### config.mk
export PLATFORM = sky130hd
export DESIGN_NAME = gpac_dac_tx_core
export DESIGN_NICKNAME = d
export VERILOG_FILES = /design/src/rtl/gpac_dac_tx_core.sv
export SDC_FILE = /design/constraint.sdc
export NUM_CORES = 1
export LEC_CHECK = 0
export ABC_AREA = 1
export CAP_MARGIN = 20
export CORE_ASPECT_RATIO = 0.8
export CORE_UTILIZATION = 46
export DETAILED_ROUTE_END_ITERATION = 7
export PLACE_DENSITY = 0.69
export RECOVER_POWER = 50
export SLEW_MARGIN = 10
export SYNTH_ARGS = -nofsm -noshare
export SYNTH_HDL_FRONTEND = slang
export SYNTH_SLANG_ARGS = --single-unit
### constraint.sdc
create_clock -name BUS_CLK -period 3.31 [get_ports BUS_CLK]
set_input_delay 0.662 -clock BUS_CLK [delete_from_list [all_inputs] [get_ports BUS_CLK]]
set_output_delay 0.662 -clock BUS_CLK [all_outputs]
set_load 0.01 [all_outputs]
### src/rtl/gpac_dac_tx_core.sv
// -----------------------------------------------------------------------------
// gpac_dac_tx_core
//
// Streaming DAC transmitter. Sample words are pulled from an upstream
// first-word-fall-through FIFO. Each word is unpacked into two 14-bit samples,
// and the samples are driven to a DAC at a programmable rate. Every new sample
// comes with a one-cycle strobe. The block is configured and started over the
// 8-bit basil IP bus.
//
// Ports:
//   BUS_CLK        single clock for bus, FIFO and DAC side
//   BUS_RST        synchronous active-high reset
//   BUS_ADD        register address (ABUSWIDTH bits)
//   BUS_DATA_IN    write data
//   BUS_RD         read strobe
//   BUS_WR         write strobe
//   BUS_DATA_OUT   registered read data, valid the cycle after BUS_RD
//   DAC_START      external start, honoured when CONF.EN_EXT_START=1
//   FIFO_READ      pop request to upstream FIFO (combinational)
//   FIFO_EMPTY     upstream FIFO empty
//   FIFO_DATA      FWFT data, valid while !FIFO_EMPTY
//   DAC_OUT        DAC sample
//   DAC_STROBE     one-cycle pulse with each new DAC_OUT value
//   BUSY           transfer in progress
//   UNDERRUN_ERROR high while the underrun counter is non-zero
//
// Register map (unlisted addresses read 0):
//   0  W: soft reset          R: VERSION
//   1  W: bit0=1 START        R: {6'b0, BUSY, DONE}
//   2  CONF bit0 EN_EXT_START
//   3  SAMPLE_COUNT[7:0]
//   4  SAMPLE_COUNT[15:8]
//   5  CLKDIV, sample period = CLKDIV+1 cycles
//   6  R: underrun count (saturating)  W: clear
// -----------------------------------------------------------------------------
module gpac_dac_tx_core #(
   parameter int unsigned ABUSWIDTH = 16,
   parameter logic [7:0]  VERSION   = 8'd1
) (
   input  logic                 BUS_CLK,
   input  logic                 BUS_RST,
   input  logic [ABUSWIDTH-1:0] BUS_ADD,
   input  logic [7:0]           BUS_DATA_IN,
   input  logic                 BUS_RD,
   input  logic                 BUS_WR,
   output logic [7:0]           BUS_DATA_OUT,
   input  logic                 DAC_START,
   output logic                 FIFO_READ,
   input  logic                 FIFO_EMPTY,
   input  logic [31:0]          FIFO_DATA,
   output logic [13:0]          DAC_OUT,
   output logic                 DAC_STROBE,
   output logic                 BUSY,
   output logic                 UNDERRUN_ERROR
);

   localparam logic [ABUSWIDTH-1:0] ADDR_RST    = ABUSWIDTH'(8'd0);
   localparam logic [ABUSWIDTH-1:0] ADDR_START  = ABUSWIDTH'(8'd1);
   localparam logic [ABUSWIDTH-1:0] ADDR_CONF   = ABUSWIDTH'(8'd2);
   localparam logic [ABUSWIDTH-1:0] ADDR_CNT_LO = ABUSWIDTH'(8'd3);
   localparam logic [ABUSWIDTH-1:0] ADDR_CNT_HI = ABUSWIDTH'(8'd4);
   localparam logic [ABUSWIDTH-1:0] ADDR_CLKDIV = ABUSWIDTH'(8'd5);
   localparam logic [ABUSWIDTH-1:0] ADDR_UNDER  = ABUSWIDTH'(8'd6);

   typedef enum logic [1:0] {
      ST_IDLE = 2'd0,
      ST_FILL = 2'd1,
      ST_RUN  = 2'd2
   } state_t;

   // ---------------------------------------------------------------- registers
   state_t        r_state;
   logic          r_conf_ext;
   logic [15:0]   r_sample_count;
   logic [7:0]    r_clkdiv;
   logic [7:0]    r_underrun_cnt;
   logic          r_done;
   logic          r_busy;
   logic [15:0]   r_samples_left;
   logic [15:0]   r_words_left;
   logic [7:0]    r_timer;
   logic [27:0]   r_cur_word;     // sample to send next sits in [13:0]
   logic [1:0]    r_cur_cnt;      // samples still unsent in CUR (0..2)
   logic [27:0]   r_nxt_word;
   logic          r_nxt_vld;
   logic [13:0]   r_dac_out;
   logic          r_dac_strobe;
   logic [7:0]    r_bus_data_out;

   // -------------------------------------------------------------------- wires
   logic          w_soft_rst;
   logic          w_rst;
   logic          w_start_wr;
   logic          w_trigger;
   logic          w_under_clr;
   logic          w_fifo_read;
   logic [27:0]   w_fifo_word;
   logic [15:0]   w_words_init;
   logic [7:0]    w_rd_data;
   logic          w_unused_bits;

   state_t        w_state_nxt;
   logic          w_done_nxt;
   logic [15:0]   w_samples_left_nxt;
   logic [15:0]   w_words_left_nxt;
   logic [7:0]    w_timer_nxt;
   logic [27:0]   w_cur_word_nxt;
   logic [1:0]    w_cur_cnt_nxt;
   logic [27:0]   w_nxt_word_nxt;
   logic          w_nxt_vld_nxt;
   logic          w_emit;
   logic [13:0]   w_emit_sample;
   logic          w_underrun;

   // A write to address 0 resets the block on the same edge, so the cycle after
   // the write already shows every register at its default.
   assign w_soft_rst  = BUS_WR && (BUS_ADD == ADDR_RST);
   assign w_rst       = BUS_RST || w_soft_rst;
   assign w_start_wr  = BUS_WR && (BUS_ADD == ADDR_START) && BUS_DATA_IN[0];
   assign w_trigger   = w_start_wr || (r_conf_ext && DAC_START);
   assign w_under_clr = BUS_WR && (BUS_ADD == ADDR_UNDER);

   // Two samples per word: bits 13:0 go out first, then bits 29:16.
   assign w_fifo_word   = {FIFO_DATA[29:16], FIFO_DATA[13:0]};
   assign w_unused_bits = ^{FIFO_DATA[31:30], FIFO_DATA[15:14]};

   // ceil(SAMPLE_COUNT/2) without a 17-bit intermediate.
   assign w_words_init = {1'b0, r_sample_count[15:1]} + {15'd0, r_sample_count[0]};

   // Pop only when the prefetch slot is free. Pops also need a word to be
   // waiting and words to be still owed to this transfer.
   assign w_fifo_read = ((r_state == ST_FILL) || (r_state == ST_RUN)) &&
                        !r_nxt_vld && !FIFO_EMPTY && (r_words_left != 16'd0);

   // Next-state and datapath decisions for the transfer engine.
   always_comb begin
      w_state_nxt        = r_state;
      w_done_nxt         = r_done;
      w_samples_left_nxt = r_samples_left;
      w_words_left_nxt   = r_words_left;
      w_timer_nxt        = r_timer;
      w_cur_word_nxt     = r_cur_word;
      w_cur_cnt_nxt      = r_cur_cnt;
      w_nxt_word_nxt     = r_nxt_word;
      w_nxt_vld_nxt      = r_nxt_vld;
      w_emit             = 1'b0;
      w_emit_sample      = r_dac_out;
      w_underrun         = 1'b0;

      case (r_state)
         ST_IDLE: begin
            if (w_trigger) begin
               w_samples_left_nxt = r_sample_count;
               w_words_left_nxt   = w_words_init;
               w_timer_nxt        = 8'd0;
               if (r_sample_count == 16'd0) begin
                  w_done_nxt = 1'b1;
               end else begin
                  w_done_nxt  = 1'b0;
                  w_state_nxt = ST_FILL;
               end
            end else begin
               w_state_nxt = ST_IDLE;
            end
         end

         ST_FILL: begin
            w_timer_nxt = 8'd0;
            // Leave on the edge that captures the first word so that the first
            // sample slot follows immediately.
            if ((r_cur_cnt != 2'd0) || w_fifo_read) begin
               w_state_nxt = ST_RUN;
            end else begin
               w_state_nxt = ST_FILL;
            end
         end

         ST_RUN: begin
            // A timer above CLKDIV (CLKDIV lowered mid-run) also wraps to 0.
            w_timer_nxt = (r_timer >= r_clkdiv) ? 8'd0 : (r_timer + 8'd1);
            if (r_timer == 8'd0) begin
               if (r_cur_cnt != 2'd0) begin
                  w_emit         = 1'b1;
                  w_emit_sample  = r_cur_word[13:0];
                  w_cur_word_nxt = {14'd0, r_cur_word[27:14]};
                  w_cur_cnt_nxt  = r_cur_cnt - 2'd1;
               end else if (r_nxt_vld) begin
                  w_emit         = 1'b1;
                  w_emit_sample  = r_nxt_word[13:0];
                  w_cur_word_nxt = {14'd0, r_nxt_word[27:14]};
                  w_cur_cnt_nxt  = 2'd1;
                  w_nxt_vld_nxt  = 1'b0;
               end else begin
                  // The sample is not skipped; it is retried at the next slot.
                  w_underrun = 1'b1;
               end

               if (w_emit) begin
                  w_samples_left_nxt = r_samples_left - 16'd1;
               end else begin
                  w_samples_left_nxt = r_samples_left;
               end

               // Last sample out. A leftover upper half of an odd-count word
               // is dropped along with the storage.
               if (w_emit && (r_samples_left == 16'd1)) begin
                  w_state_nxt   = ST_IDLE;
                  w_done_nxt    = 1'b1;
                  w_cur_cnt_nxt = 2'd0;
                  w_nxt_vld_nxt = 1'b0;
               end else begin
                  w_state_nxt = ST_RUN;
               end
            end else begin
               w_state_nxt = ST_RUN;
            end
         end

         default: begin
            w_state_nxt = ST_IDLE;
         end
      endcase

      // Place a fetched word after this cycle's slot has been resolved. It goes
      // straight to CUR when CUR would otherwise be empty.
      if (w_fifo_read) begin
         w_words_left_nxt = r_words_left - 16'd1;
         if (w_cur_cnt_nxt == 2'd0) begin
            w_cur_word_nxt = w_fifo_word;
            w_cur_cnt_nxt  = 2'd2;
         end else begin
            w_nxt_word_nxt = w_fifo_word;
            w_nxt_vld_nxt  = 1'b1;
         end
      end else begin
         w_words_left_nxt = w_words_left_nxt;
      end
   end

   // Transfer engine state, sample storage and DAC output registers.
   always_ff @(posedge BUS_CLK) begin
      if (w_rst) begin
         r_state        <= ST_IDLE;
         r_done         <= 1'b0;
         r_busy         <= 1'b0;
         r_samples_left <= 16'd0;
         r_words_left   <= 16'd0;
         r_timer        <= 8'd0;
         r_cur_word     <= 28'd0;
         r_cur_cnt      <= 2'd0;
         r_nxt_word     <= 28'd0;
         r_nxt_vld      <= 1'b0;
         r_dac_out      <= 14'd0;
         r_dac_strobe   <= 1'b0;
      end else begin
         r_state        <= w_state_nxt;
         r_done         <= w_done_nxt;
         r_busy         <= (w_state_nxt != ST_IDLE);
         r_samples_left <= w_samples_left_nxt;
         r_words_left   <= w_words_left_nxt;
         r_timer        <= w_timer_nxt;
         r_cur_word     <= w_cur_word_nxt;
         r_cur_cnt      <= w_cur_cnt_nxt;
         r_nxt_word     <= w_nxt_word_nxt;
         r_nxt_vld      <= w_nxt_vld_nxt;
         r_dac_out      <= w_emit_sample;
         r_dac_strobe   <= w_emit;
      end
   end

   // Configuration registers written over the bus.
   always_ff @(posedge BUS_CLK) begin
      if (w_rst) begin
         r_conf_ext     <= 1'b0;
         r_sample_count <= 16'd0;
         r_clkdiv       <= 8'd0;
      end else if (BUS_WR) begin
         case (BUS_ADD)
            ADDR_CONF:   r_conf_ext           <= BUS_DATA_IN[0];
            ADDR_CNT_LO: r_sample_count[7:0]  <= BUS_DATA_IN;
            ADDR_CNT_HI: r_sample_count[15:8] <= BUS_DATA_IN;
            ADDR_CLKDIV: r_clkdiv             <= BUS_DATA_IN;
            default: begin
               r_conf_ext <= r_conf_ext;
            end
         endcase
      end else begin
         r_conf_ext <= r_conf_ext;
      end
   end

   // Saturating underrun counter; a clear write beats a same-cycle underrun.
   always_ff @(posedge BUS_CLK) begin
      if (w_rst || w_under_clr) begin
         r_underrun_cnt <= 8'd0;
      end else if (w_underrun && (r_underrun_cnt != 8'hFF)) begin
         r_underrun_cnt <= r_underrun_cnt + 8'd1;
      end else begin
         r_underrun_cnt <= r_underrun_cnt;
      end
   end

   // Read data selection.
   always_comb begin
      w_rd_data = 8'd0;
      case (BUS_ADD)
         ADDR_RST:    w_rd_data = VERSION;
         ADDR_START:  w_rd_data = {6'd0, r_busy, r_done};
         ADDR_CONF:   w_rd_data = {7'd0, r_conf_ext};
         ADDR_CNT_LO: w_rd_data = r_sample_count[7:0];
         ADDR_CNT_HI: w_rd_data = r_sample_count[15:8];
         ADDR_CLKDIV: w_rd_data = r_clkdiv;
         ADDR_UNDER:  w_rd_data = r_underrun_cnt;
         default:     w_rd_data = 8'd0;
      endcase
   end

   // Registered read port; holds its value between reads.
   always_ff @(posedge BUS_CLK) begin
      if (w_rst) begin
         r_bus_data_out <= 8'd0;
      end else if (BUS_RD) begin
         r_bus_data_out <= w_rd_data;
      end else begin
         r_bus_data_out <= r_bus_data_out;
      end
   end

   assign FIFO_READ      = w_fifo_read;
   assign DAC_OUT        = r_dac_out;
   assign DAC_STROBE     = r_dac_strobe;
   assign BUSY           = r_busy;
   assign UNDERRUN_ERROR = (r_underrun_cnt != 8'd0);
   assign BUS_DATA_OUT   = r_bus_data_out;

endmodule

After elaboration in Yosys (flattened, before gate mapping)
Index checks and enable logic that the tools add are counted.
{"block": "totals", "register_bits": 159, "latchBits": 0, "ramBits": 0, "romBits": 0, "inputBits": 62, "out_inout_bits": 26, "word_cells": 135, "memories": 0}
{"block": "classes", "n_addsub": 6, "mul": 0, "div_mod_pow": 0, "n_lt_le_gt_ge": 1, "eq_ne": 14, "shifts": 0, "n_mux": 51, "bitwise_logic": 3, "n_reduce_logical": 42}
{"op": "$mux W28", "count": 6}
{"op": "$mux W16", "count": 6}
{"op": "$pmux W8 S7", "count": 1}
{"op": "$eq A16 B3 Y1 const B", "count": 3}
{"op": "$eq A16 B1 Y1 const B", "count": 2}
{"op": "$eq A16 B2 Y1 const B", "count": 2}
{"op": "$logic_not A16 Y1", "count": 2}
{"op": "$pmux W16 S2", "count": 1}
{"op": "$sub A16 B1 Y16 const B", "count": 2}
{"op": "$mux W14", "count": 2}
{"op": "$mux W2", "count": 12}
{"op": "$pmux W8 S3", "count": 1}
{"op": "$mux W1", "count": 18}
{"op": "$add A15 B1 Y16", "count": 1}
{"op": "$add A8 B1 Y8 const B", "count": 2}
{"op": "$mux W8", "count": 2}
{"op": "$reduce_bool A16 Y1", "count": 1}
{"op": "$reduce_and A2 Y1", "count": 7}
{"op": "$reduce_bool A2 Y1", "count": 6}
{"op": "$logic_and A1 B1 Y1", "count": 10}
{"op": "$ge A8 B8 Y1", "count": 1}
{"op": "$logic_not A8 Y1", "count": 1}
{"op": "$ne A8 B8 Y1 const B", "count": 1}
{"op": "$reduce_and A4 Y1", "count": 2}
{"op": "other kinds (15)", "count": 25}

Longest topological paths before layout
Gate-level depths: netlist of run 1.
{"block": "logic_depth", "depth_word": 11, "ltp_mapped": 16, "depth_no_buf": 14}

Least setup slack after synthesis of run 1
Ideal clock, no wire load.
{"block": "synth_path", "kind": "input to output", "from": "input FIFO_EMPTY", "to": "output FIFO_READ", "t_arrival_ns": 1.476, "required_ns": 2.648, "slack_ns": 1.172, "stages": 5, "n_path_buf": 2, "path_cell_list": "nor2_1 nand2_1 a21oi_2 buf_2 buf_4"}
{"block": "synth_between", "elab_chain_cells": 3}
{"element": "from (decl)", "line_no": "49", "source": "input logic FIFO_EMPTY,"}
{"element": "$logic_not A1 Y1", "line_no": "133", "source": "!r_nxt_vld && !FIFO_EMPTY && (r_words_left != 16'd0);"}
{"element": "$logic_and A1 B1 Y1 (2 in a row)", "line_no": "133"}
{"element": "to (decl)", "line_no": "48", "source": "output logic FIFO_READ,"}
No other way between the ends.

Worst setup path in the final report of run 1
{"block": "layout_path", "from": "register r_words_left[0]", "to": "output FIFO_READ"}
{"block": "layout_between", "elab_chain_cells": 2}
{"element": "from (decl)", "line_no": "80", "source": "logic [15:0] r_words_left;"}
{"element": "from (signal assigned)", "line_no": "260", "source": "r_words_left <= w_words_left_nxt;"}
{"element": "$reduce_bool A16 Y1", "line_no": "133"}
{"element": "$logic_and A1 B1 Y1", "line_no": "133"}
No other way between the ends.

==> out/summary.txt, run 1 <==
=======================================================================================
Outcome                                                                    finished, final reports clean
Placed instance count                                                              1678
Post-Synthesis Cells                                                               1387
Max-slew violation count                                                              0
Overall power consumption                                                       4.20 mW
Die outline width                                                                159 um
Minimum setup slack among reg-to-reg paths                                      0.73 ns
Number of violations reported at the end of detailed-routing iteration 0            822
Slew Limit Headroom                                                               34.2%
Number of standard cells in the final layout excluding fillers                     1710
First-pass GRT wire length                                                     41400 um
Final-report setup violation count                                                    0
Aggregate negative setup slack                                                     0 ns
Setup repair after global routing missed its margin                                  no
Clk network pwr share                                                             50.7%
Design internal power                                                           3.20 mW
Overall die height                                                               128 um
Critical path capture point type                                            output port
Startpoint class of the critical path                                              flop
Share of power burned in registers                                                45.5%
Clock-pin transition on the worst setup and hold timing paths                   0.07 ns
Global-route usage over all layers                                                25.2%
Number of port buffers                                                               83
Post-Layout Inst Area                                                        0.0106 mm2
Worst-case setup slack after placement                                         0.294 ns
Post-CTS resize count                                                                 0
Maximum number of pins on one net before global-route repair                         78
Post-cts hold buffer count                                                            0
Number of vias after detailed routing                                              9025
Fmax                                                                            342 MHz
H-tree levels                                                                         4
Worst-Margin Slew                                                              0.977 ns
Slack of the critical path                                                     0.389 ns
DP Area                                                                      0.0101 mm2
Number of antenna violations at the first check in global routing                     0
Setup Crit Path Kind                                                       flop to output port
TritonCTS sink count                                                                159
Yosys warnings                                                                        0
Pwr per Cell Area                                                            395 mW/mm2
Commonest non-fill, non-tap cell in the layout                                  nand2_1
Class of the most critical hold timing path                                flop to flop
Relative contribution of combinational cells to total power                        3.8%
Global route total overflow                                                           0
TritonCTS clock tree                                                              built
Share of total power consumed by net switching                                    23.9%
Post-CTS setup buffers                                                                0
Via count of the first global-routing pass                                         8195
Area of the mapped netlist                                                  0.00906 mm2
Nets                                                                               1523
Worst clock skew                                                              0.0127 ns
Most frequent cells in the layout                                          nand2_1 (340), nor2_1 (194), dfxtp_1 (159)
Filler cell count in the final layout                                              1898
Worst path arrival time                                                         2.26 ns
First drt pass iteration count                                                        7
Final HPWL from detailed placement                                             16900 um
Max VDD drop                                                                 0.000276 V
Initial core utilization                                                          47.3%
Antenna diode count                                                                   0
Required time worst endpoint                                                    2.65 ns
Layout Area Growth over Synthesis                                                 17.4%
Gpl congestion                                                                    0.887
Number of storage elements in the synthesis netlist                                 159
Proportion of synthesized chip area in sequential cells                           35.1%
Final critical delay including setup and external delays                        2.92 ns
Fraction of final layout cells sized beyond drive strength 1                      7.09%
Via-to-Cell Ratio                                                                  5.28
Total Wirelength                                                               25000 um
Row Count                                                                            45
Maximum count of clock buffers along a single path                                    2
Synthesized net count                                                              1471
Boundary Pins                                                                        88
Fin crit share                                                                    88.2%
Std-Cell Core Area                                                           0.0191 mm2
Crit path max fanout                                                                  4
Remaining routing DRC violations                                                      0
Post-Synthesis Mean Instance Area                                              6.53 um2
Antenna-violating nets left                                                           0
Cts bufs inserted                                                                    17
CTS Root Buffer Type                                                          clkbuf_16
Clock latency on the worst-skew pair                                            0.45 ns
Final routed wire length divided by cell count                                  14.6 um
Final Hold Violating Endpoints                                                        0
Switching power total                                                           1.00 mW
Die area                                                                     0.0203 mm2
Distinct cells, synth                                                                39
Max-cap violation count                                                               0
LEAKAGE                                                                         4.44 nW
=======================================================================================
[flip-flops by register name (all words and copies together) (netlist names), 2 cells and up]
name	flops
BUS_DATA_OUT	8
DAC_OUT	14
r_clkdiv	8
r_cur_cnt	2
r_cur_word	28
r_nxt_word	28
r_sample_count	16
r_samples_left	16
r_state	2
r_timer	8
r_underrun_cnt	8
r_words_left	16
[power by group through the flow]
stage	Clock, mW	Combinational [mW]	Sequential, mW
2_1_floorplan	0	0.0604	1.96
3_3_place_gp	0	0.163	1.96
3_5_place_dp	0	0.163	1.96
4_1_cts	2.14	0.164	1.91
5_1_grt	2.23	0.174	1.91
6_report	2.13	0.161	1.91
[critical path, stage by stage, from the launching register on]
cell             delay, ns
dfxtp_1               0.37
inv_1                 0.09
ha_1                  0.23
nand2_1               0.15
nor2_1                0.13
a21oi_4               0.27
clkdlybuf4s50_1       0.59
[worst paths after layout]
path	start	end	cells past startpoint
max	r_words_left[0]	FIFO_READ	6
min reg2reg	BUS_DATA_OUT[2]	BUS_DATA_OUT[2]	2
min	BUS_DATA_OUT[2]	BUS_DATA_OUT[2]	2
max reg2reg	r_timer[0]	r_samples_left[8]	11
[cell usage after synthesis]
cell type | n | area share (%)
or2_2 | 2 | 0.14
nor2_4 | 3 | 0.37
dfxtp_1 | 159 | 35
o21ai_0 | 105 | 5.8
nor3_1 | 18 | 0.99
nand2_4 | 2 | 0.25
buf_1 | 2 | 0.083
nand3_1 | 119 | 6.6
nand3_2 | 13 | 1.4
xnor2_1 | 11 | 1.1
buf_6 | 4 | 0.50
a21oi_2 | 11 | 1.1
nor2_8 | 1 | 0.22
nor4_1 | 3 | 0.21
nand3_4 | 1 | 0.19
and3_1 | 1 | 0.069
inv_2 | 5 | 0.21
clkinv_1 | 1 | 0.041
ha_1 | 22 | 3.0
buf_4 | 3 | 0.25
a211oi_1 | 2 | 0.17
nand4_1 | 19 | 1.3
inv_4 | 2 | 0.14
buf_2 | 22 | 1.2
clkbuf_1 | 32 | 1.3
nor3b_1 | 3 | 0.25
o21bai_1 | 4 | 0.33
xor2_1 | 17 | 1.6
nor2_2 | 16 | 1.1
o21ai_1 | 5 | 0.28
o22ai_1 | 11 | 0.76
nand2_2 | 6 | 0.41
a31oi_1 | 17 | 1.2
inv_1 | 122 | 5.1
nor2_1 | 193 | 8.0
nand3b_1 | 3 | 0.25
nand2_1 | 339 | 14
o21ai_2 | 2 | 0.19
a21oi_1 | 86 | 4.7
[routing by layer]
metal / up-vias / routed length, um / global-route usage [%]
li1: 4606 / - / -
met1: 4136 / 12300 / 35.9
met4: 0 / 329 / 6.45
met5: - / 0 / 0
met2: 249 / 11000 / 39.2
met3: 34 / 1380 / 4.38
[logic make-up (layout without fill, tap and decap cells)]
kind of cell | Yosys count | in the layout | synth area share (%)
buffers and inverters | 193 | 258 | 8.81
adder cells (fa/ha/maj) | 22 | 22 | 3.04
AO/OA/AOI/OAI | 243 | 243 | 14.5
flip-flops | 159 | 159 | 35.1
AND/OR/NAND/NOR | 742 | 742 | 35.8
XOR/XNOR | 28 | 28 | 2.71
[area by class of cell]
type	count	area [um2]	area share, %
multi-input cells	1035	5070	47.7
flip-flops and latches	159	3180	29.9
repair buffers	96	950	8.92
inverters	130	493	4.63
clock buffers	17	425	4.00
well taps	258	323	3.03
clock inverters	15	196	1.85
[per-stage QoR]
stage	hold WS, ns	util [%]
global route	0.481	55.6
global placement	0.453	52.6
finish	0.463	55.6
detailed placement	0.457	52.6
floorplan	0.439	-
CTS	0.468	55.8
Power figures use the tool's default switching activity.
==> run 2: changes to the inputs <==
- SLEW_MARGIN: 10 -> unset
- TNS_END_PERCENT: unset -> 100
==> results of run 2 <==
The final DEF is identical to that of run 1; final timing and power are the same.
==> run 3: changes to the inputs <==
- GPL_TIMING_DRIVEN: unset -> 1
==> results of run 3 <==
The final DEF is identical to that of run 1; final timing and power are the same.
